**config.mk**
```make
export PLATFORM = sky130hd
export DESIGN_NAME = sobel_feldman
export DESIGN_NICKNAME = d
export VERILOG_FILES = /design/src/rtl/sobel_feldman.sv
export SDC_FILE = /design/constraint.sdc
export NUM_CORES = 1
export LEC_CHECK = 0
export BUFFER_PORTS_ARGS = -buffer_cell sky130_fd_sc_hd__buf_2
export CAP_MARGIN = 15
export CORE_ASPECT_RATIO = 1.25
export CORE_MARGIN = 1
export CORE_UTILIZATION = 55
export CTS_CLUSTER_DIAMETER = 40
export DETAILED_ROUTE_END_ITERATION = 10
export PLACE_DENSITY_LB_ADDON = 0.3
export SYNTH_ARGS = -nofsm -noshare
export SYNTH_HDL_FRONTEND = slang
export SYNTH_SLANG_ARGS = --single-unit
```
**constraint.sdc**
```tcl
create_clock -name i_pclk -period 3.4 [get_ports i_pclk]
set_input_delay 0.34 -clock i_pclk [delete_from_list [all_inputs] [get_ports i_pclk]]
set_output_delay 0.34 -clock i_pclk [all_outputs]
set_load 0.005 [all_outputs]
```
**src/rtl/sobel_feldman.sv**
```systemverilog
// sobel_feldman
//   Streaming 3x3 Sobel-Feldman edge-magnitude operator for luma pixels.
//   Upstream line buffers present one vertical 3-pixel column per clock.
//   The block keeps a 3-column window (L oldest, C, R newest) and computes
//   Gx/Gy (stage 1) and the saturated magnitude |Gx|+|Gy| (stage 2).
//   There is no handshake. A column sampled at edge N completes the window
//   at edge N, and the result for that window appears after edge N+2.
//
// Ports
//   i_pclk         pixel clock, rising edge
//   i_arst         asynchronous reset, active high
//   i_pixel_11_11  incoming column, top row (row offset -1)
//   i_pixel_00_11  incoming column, middle row (row offset 0)
//   i_pixel_01_11  incoming column, bottom row (row offset +1)
//   o_pixel        registered edge magnitude, saturated to Y_DEPTH bits

module sobel_feldman #(
  parameter int Y_DEPTH = 8
) (
  input  logic               i_pclk,
  input  logic               i_arst,
  input  logic [Y_DEPTH-1:0] i_pixel_11_11,
  input  logic [Y_DEPTH-1:0] i_pixel_00_11,
  input  logic [Y_DEPTH-1:0] i_pixel_01_11,
  output logic [Y_DEPTH-1:0] o_pixel
);

  // Gradient width: +/-4*(2^Y_DEPTH-1) needs Y_DEPTH+3 signed bits.
  localparam int GW = Y_DEPTH + 3;
  // Magnitude width: sum of two magnitudes up to 4*(2^Y_DEPTH-1) each.
  localparam int SW = Y_DEPTH + 4;

  typedef struct packed {
    logic [Y_DEPTH-1:0] top;
    logic [Y_DEPTH-1:0] mid;
    logic [Y_DEPTH-1:0] bot;
  } col_t;

  logic r_pclk;
  logic r_arst;

  assign r_pclk = i_pclk;
  assign r_arst = i_arst;

  col_t col_l;
  col_t col_c;
  col_t col_r;

  logic signed [GW-1:0] gx_q;
  logic signed [GW-1:0] gy_q;

  logic [GW-1:0]        sum_r_x;
  logic [GW-1:0]        sum_l_x;
  logic [GW-1:0]        sum_bot_y;
  logic [GW-1:0]        sum_top_y;
  logic signed [GW-1:0] gx_d;
  logic signed [GW-1:0] gy_d;

  logic [GW-1:0]        gx_abs;
  logic [GW-1:0]        gy_abs;
  logic [SW-1:0]        mag;
  logic [Y_DEPTH-1:0]   mag_sat;

  // Column window shift register
  always_ff @(posedge r_pclk or posedge r_arst) begin
    if (r_arst) begin
      col_l <= '0;
      col_c <= '0;
      col_r <= '0;
    end else begin
      col_l     <= col_c;
      col_c     <= col_r;
      col_r.top <= i_pixel_11_11;
      col_r.mid <= i_pixel_00_11;
      col_r.bot <= i_pixel_01_11;
    end
  end

  // Weighted sums are formed unsigned in GW bits (max 4*(2^Y_DEPTH-1) fits
  // in Y_DEPTH+2 bits), so the GW-bit difference is an exact signed result.
  always_comb begin
    sum_r_x   = {3'b000, col_r.top} + {2'b00, col_r.mid, 1'b0} + {3'b000, col_r.bot};
    sum_l_x   = {3'b000, col_l.top} + {2'b00, col_l.mid, 1'b0} + {3'b000, col_l.bot};
    sum_bot_y = {3'b000, col_l.bot} + {2'b00, col_c.bot, 1'b0} + {3'b000, col_r.bot};
    sum_top_y = {3'b000, col_l.top} + {2'b00, col_c.top, 1'b0} + {3'b000, col_r.top};
    gx_d      = $signed(sum_r_x - sum_l_x);
    gy_d      = $signed(sum_bot_y - sum_top_y);
  end

  // Stage 1: gradients
  always_ff @(posedge r_pclk or posedge r_arst) begin
    if (r_arst) begin
      gx_q <= '0;
      gy_q <= '0;
    end else begin
      gx_q <= gx_d;
      gy_q <= gy_d;
    end
  end

  // Negation cannot overflow: the most negative gradient is far from -2^(GW-1).
  always_comb begin
    gx_abs = gx_q[GW-1] ? $unsigned(-gx_q) : $unsigned(gx_q);
    gy_abs = gy_q[GW-1] ? $unsigned(-gy_q) : $unsigned(gy_q);
    mag    = {1'b0, gx_abs} + {1'b0, gy_abs};
    if (|mag[SW-1:Y_DEPTH]) begin
      mag_sat = '1;
    end else begin
      mag_sat = mag[Y_DEPTH-1:0];
    end
  end

  // Stage 2: saturated magnitude
  always_ff @(posedge r_pclk or posedge r_arst) begin
    if (r_arst) begin
      o_pixel <= '0;
    end else begin
      o_pixel <= mag_sat;
    end
  end

endmodule

```
==> results.yml, run 1 <==
run_status:
  status: "finished with violations"
  violations: "negative setup slack"
sta:
  finalCritPeriodShare_pct: 103
  report.final.slew_viol_count: 0
  fin_crit_ps: 3490
  rsz0062_at_grt: "true"
  hold_ws_ps: 18.2
  finalWorstSetupSlack_ps: -87.7
  setup_viol: 6
  relSlewSlack_pct: 66.1
  clock.fmax_mhz: 287
  final-hold-violation-count: 0
  clock_skew_ps: 10.7
  worst_pin_slew_ps: 506
clocking:
  cts_root_buf: "clkbuf_16"
  ctsHoldBuffers: 0
  clk_latency_ps: 340
  cts_buffers: 9
  clock_path_buffers: 2
  cts.clk_slew.worst_paths_ps: 70
  cts_tree: "built"
  h-tree-depth: 3
  cts_sinks: 102
worst_setup_path:
  crit_family: "adder cells"
  critPathLaunchType: "flip-flop"
  crit_end: "gy_q[9]"
  r2r-end: "gy_q[9]"
  slowest_stage: "fa_1"
  rrSetupSlack_ps: -90
  worstPathBufferInverterCount: 3
  worstPathArrival_ps: 3710
  startpoint: "col_l[19]"
  required_ps: 3620
  path_max_fanout: 2
  reg2regPathDepth: 13
  max_stage_delay_ps: 540
  critPathKind: "reg -> reg"
  r2r-start: "col_l[19]"
  path_depth: 13
  crit_chain: "inv_2 > fa_1 > fa_1 > inv_1 > fa_1 > inv_2 > ha_4 > nor2b_2 > o21ai_2 > a21boi_2 > o21a_1 > o41a_1 > xor2_1"
  crit_top_cell: "fa_1"
  crit_path_end_kind: "flip-flop"
synth:
  synth.net_count: 650
  synth_warnings: 0
  syn_inst: 524
  netlist_area_sq_um: 5990
  synthArstFlopShare_pct: 100
  ys_dominant_reg_cell: "dfrtp_1"
  synth_cell_type_count: 44
  syn_avg_cell_area_sq_um: 11.4
  synth_edf_count: 0
  seq_area_frac_synth_pct: 42.6
  ys_ff_latch: 102
placed_design:
  portBuffers: 33
  hpwl_microns: 7440
  gp_congestion: 0.862
die:
  die_h_microns: 119
  fp.dieW_microns: 95.3
  start_util_pct: 56.4
  core_sq_um: 10600
  ios: 34
  rows: 42
  die_area_sq_um: 11300
route:
  drt_pass1_iterations: 7
  first_iter_violations: 105
  remaining_drc_errors: 0
  wl_per_cell_microns: 13.5
  drt.antenna.violating_nets: 0
  drt-total-wl_microns: 9840
  vias: 3579
  routed_via_density: 4.90
cells_and_area:
  final_cell_mix: "inv_1, dfrtp_1, fa_1"
  diodes: 0
  final_common_cell: "inv_1"
  area_growth_pct: 16.4
  drive_gt1_share_pct: 21.7
  layout.nets: 719
  utilization_pct: 65.7
global_routing:
  grt_first_pass_wirelength_microns: 17000
  antenna_found_initial: 0
  grt_max_degree: 89
  grtUsageTotal_pct: 19.8
  grt_pass1_vias: 3912
  grt.overflow.total: 0
job:
  cap_violations: 0
worst_hold_path:
  hp-class: "in -> async"
[how the worst min path moves through the flow]
stage | from | to | slack, ps | cells past startpoint
floorplan | col_c[10] | col_l[10] | 330 | 0
global placement | col_c[14] | col_l[14] | 330 | 0
detailed placement | col_c[10] | col_l[10] | 340 | 0
CTS | i_pixel_00_11[2] | col_r[10] | 80 | 1
global route | i_arst | col_l[12] | 60 | 2
finish | i_arst | gx_q[10] | 20 | 2
[synth_stat cells, types with 2 or more instances]
| cell type | n | area share (%) |
|---|---|---|
| inv_1 | 143 | 9.0 |
| dfrtp_1 | 102 | 43 |
| fa_1 | 63 | 21 |
| ha_1 | 37 | 7.7 |
| xnor2_1 | 30 | 4.4 |
| nor2_1 | 27 | 1.7 |
| nand2_1 | 24 | 1.5 |
| o21ai_0 | 9 | 0.75 |
| a21oi_1 | 8 | 0.67 |
| a21o_1 | 6 | 0.75 |
| nand4_1 | 6 | 0.63 |
| nor3_1 | 6 | 0.50 |
| a211oi_1 | 5 | 0.63 |
| nand3_1 | 5 | 0.42 |
| nor2b_1 | 4 | 0.42 |
| o21ai_1 | 4 | 0.33 |
| o31ai_1 | 4 | 0.50 |
| or3_1 | 4 | 0.42 |
| xor2_1 | 4 | 0.58 |
| o21a_1 | 3 | 0.38 |
| clkbuf_1 | 2 | 0.13 |
| nand2b_1 | 2 | 0.21 |
| nand4b_1 | 2 | 0.29 |
| nor4b_1 | 2 | 0.29 |
| o41a_1 | 2 | 0.38 |
| o41ai_2 | 2 | 0.54 |
[per-stage QoR]
| step | instances | worst slack [ps] | area (sq um) | setup TNS [ps] |
|---|---|---|---|---|
| 2_1_floorplan | 524 | -16.6 | 6030 | -21.2 |
| 3_3_place_gp | 701 | -114 | 6460 | -530 |
| 3_5_place_dp | 701 | -209 | 6460 | -974 |
| 4_1_cts | 724 | -106 | 6840 | -321 |
| 5_1_grt | 730 | -242 | 6980 | -1430 |
| 6_report | 730 | -87.7 | 6980 | -315 |
[cell type report]
class                           instances  area [sq um]
Fill cell                             773          3640
Multi-Input combinational cell        276          3020
Sequential cell                       102          2550
Inverter                              144           543
Timing Repair Buffer                   60           392
Clock buffer                            9           225
Tap cell                              132           165
Clock inverter                          7          80.1
[state kept, by name (all words and copies together), names as in the netlist]
name     count
col_c       24
o_pixel      8
gx_q        11
gy_q        11
col_r       24
col_l       24
[cell families (layout without fill, tap and decap cells)]
family | count (synthesis) | after routing | synth area share, %
mux | 1 | 1 | 0.230
xor+xnor | 34 | 34 | 4.97
compound gates | 54 | 54 | 7.00
simple gates | 87 | 87 | 7.27
fa+ha+maj | 100 | 100 | 28.8
buf+inv | 146 | 220 | 9.15
flops | 102 | 102 | 42.6
[routing by layer]
metal | track usage, % | up-vias | wire length (microns)
met3 | 3.28 | 18 | 210
met5 | 0 | - | 0
met2 | 35.1 | 45 | 5520
met4 | 6.53 | 0 | 187
li1 | - | 1734 | -
met1 | 23.9 | 1782 | 3920
[repair_timing]
action	4_1_cts	5_1_grt
buffers inserted	7	5
endpoints found under the setup margin	7	9
endpoints found under the hold margin	0	0
pin swaps	21	17
gates resized for setup	17	21
gates cloned	0	0
Power of run 1 is not shown: default switching activity piles up to over one toggle a cycle in this logic, so the estimate is an artifact.
==> inputs of run 2 (changes only) <==
--- a/config.mk
+++ b/config.mk
@@ -5,14 +5,15 @@
 export SDC_FILE = /design/constraint.sdc
 export NUM_CORES = 1
 export LEC_CHECK = 0
+export ABC_CLOCK_PERIOD_IN_PS = 3400
 export BUFFER_PORTS_ARGS = -buffer_cell sky130_fd_sc_hd__buf_2
 export CAP_MARGIN = 15
 export CORE_ASPECT_RATIO = 1.25
 export CORE_MARGIN = 1
 export CORE_UTILIZATION = 55
-export CTS_CLUSTER_DIAMETER = 40
+export CTS_CLUSTER_DIAMETER = 100
 export DETAILED_ROUTE_END_ITERATION = 10
-export PLACE_DENSITY_LB_ADDON = 0.3
+export PLACE_DENSITY = 0.84
 export SYNTH_ARGS = -nofsm -noshare
 export SYNTH_HDL_FRONTEND = slang
 export SYNTH_SLANG_ARGS = --single-unit
==> run 2 against run 1 <==
Against the previous run: the flow still finishes with violations (negative setup slack); clock skew is 3.7 ps lower; count of clock-buffer cells in the layout is 1 higher; worst hold slack worse by 14 ps; die area stayed put; non-clock buffer count is 4 higher; worst setup slack worse by 77 ps; critical endpoint is now gx_q[9]; critical path depth is 1 lower.
==> results.yml, run 2 (synthesis gave the netlist of run 1 again) <==
run_status:
  status: "finished with violations"
  violations: "negative setup slack"
placed_design:
  gp_congestion: 0.870
  portBuffers: 33
  hpwl_microns: 7670
sta:
  report.final.slew_viol_count: 0
  fin_crit_ps: 3560
  clock.fmax_mhz: 281
  finalCritPeriodShare_pct: 105
  clock_skew_ps: 7.04
  final-hold-violation-count: 0
  setup_viol: 6
  relSlewSlack_pct: 64.1
  worst_pin_slew_ps: 535
  rsz0062_at_grt: "true"
  hold_ws_ps: 3.97
  finalWorstSetupSlack_ps: -165
cells_and_area:
  largestRegisters: "col_c x24, col_l x24, col_r x24"
  fillers: 732
  final_common_cell: "inv_1"
  drive_gt1_share_pct: 21.5
  area_growth_pct: 17.5
  layout.nets: 723
  diodes: 0
  final_cell_mix: "inv_1, dfrtp_1, fa_1"
worst_setup_path:
  critPathLaunchType: "flip-flop"
  slowest_stage: "fa_1"
  critPathKind: "reg -> reg"
  rrSetupSlack_ps: -160
  path_max_fanout: 3
  reg2regPathDepth: 12
  crit_path_end_kind: "flip-flop"
  crit_top_cell: "fa_1"
  max_stage_delay_ps: 540
  crit_chain: "buf_4 > fa_1 > fa_1 > inv_1 > fa_1 > inv_2 > ha_4 > a21o_1 > a21oi_2 > o21ai_2 > o41a_1 > xor2_1"
  r2r-end: "gx_q[9]"
  worstPathArrival_ps: 3790
  required_ps: 3630
  crit_family: "adder cells"
  r2r-start: "col_r[3]"
  startpoint: "col_r[3]"
  worstPathBufferInverterCount: 3
route:
  routed_via_density: 5.15
  drt-total-wl_microns: 11100
  first_iter_violations: 137
  drt.antenna.violating_nets: 0
  remaining_drc_errors: 0
  vias: 3774
  wl_per_cell_microns: 15.1
  drt_pass1_iterations: 4
clocking:
  cts_sinks: 102
  cts_tree: "built"
  cts_buffers: 9
  cts.clk_slew.worst_paths_ps: 70
  clock_path_buffers: 2
  h-tree-depth: 3
  clk_latency_ps: 340
  ctsHoldBuffers: 0
  cts_root_buf: "clkbuf_16"
die:
  core_sq_um: 10600
  rows: 42
  fp.dieW_microns: 95.3
  die_h_microns: 119
  die_area_sq_um: 11300
  start_util_pct: 56.4
  ios: 34
global_routing:
  grt_first_pass_wirelength_microns: 18300
  grtUsageTotal_pct: 21.5
  grt_pass1_vias: 4060
  grt_max_degree: 39
  grt.overflow.total: 0
  antenna_found_initial: 0
worst_hold_path:
  hp-class: "in -> async"
job:
  cap_violations: 0
## run 2: cell types whose count changed in the layout (fill, tap and decap cells not counted), moves of 2 or more
cell       before  now
inv_2          18   11
ha_1           32   30
dfrtp_2         0    2
dfrtp_1       102  100
clkinv_4        2    0
inv_1         125  132
buf_4          25   29
bufinv_16       1    3
## run 2: worst register-to-register path: stages (launching register included)
cell     delay [ps]
dfrtp_2         430
buf_4           140
fa_1            470
fa_1            520
inv_1            50
fa_1            540
inv_2            70
ha_4            230
a21o_1          180
a21oi_2         230
o21ai_2         110
o41a_1          340
xor2_1          150
## run 2: what timing repair did
action / CTS / global route
resized for setup: 17 / 19
endpoints found under the setup margin: 7 / 10
buffers inserted: 12 / 9
pin swaps: 26 / 22
## run 2: worst max path at each step
| stage | end | depth (start not counted) |
|---|---|---|
| 2_1_floorplan | gx_q[10] | 13 |
| 3_3_place_gp | gx_q[8] | 13 |
| 3_5_place_dp | gy_q[9] | 13 |
| 4_1_cts | gy_q[9] | 13 |
| 5_1_grt | gx_q[9] | 13 |
| 6_report | gx_q[9] | 12 |
## run 2: cell type report
| class | count | area, sq um | share of cell area (%) |
|---|---|---|---|
| multi-input combinational | 276 | 3040 | 43.1 |
| sequential | 102 | 2550 | 36.3 |
| inverter | 144 | 543 | 7.71 |
| timing repair buffer | 64 | 405 | 5.76 |
| clock buffer | 10 | 229 | 3.25 |
| tap | 132 | 165 | 2.35 |
| clock inverter | 5 | 106 | 1.51 |
## run 2: through the flow
step / TNS, ps / area (sq um) / worst slack, ps / util, % / instances
floorplan: -21.2 / 6030 / -16.6 / - / 524
global placement: -394 / 6430 / -89.5 / 60.6 / 698
detailed placement: -820 / 6430 / -157 / 60.6 / 698
CTS: -290 / 6910 / -72.6 / 65.1 / 725
global route: -1540 / 7040 / -251 / 66.3 / 733
finish: -570 / 7040 / -165 / 66.3 / 733
## run 2: layer usage
| metal | part of all wire (%) | GRT usage (%) | vias to the layer above | wire (microns) |
|---|---|---|---|---|
| met5 | 0 | 0 | - | 0 |
| met4 | 3.2 | 10.4 | 0 | 350 |
| met3 | 2.4 | 2.90 | 30 | 261 |
| met2 | 57 | 37.6 | 82 | 6310 |
| met1 | 38 | 25.4 | 1913 | 4160 |
| li1 | - | - | 1749 | - |
Power of run 2 is left out for the same reason.
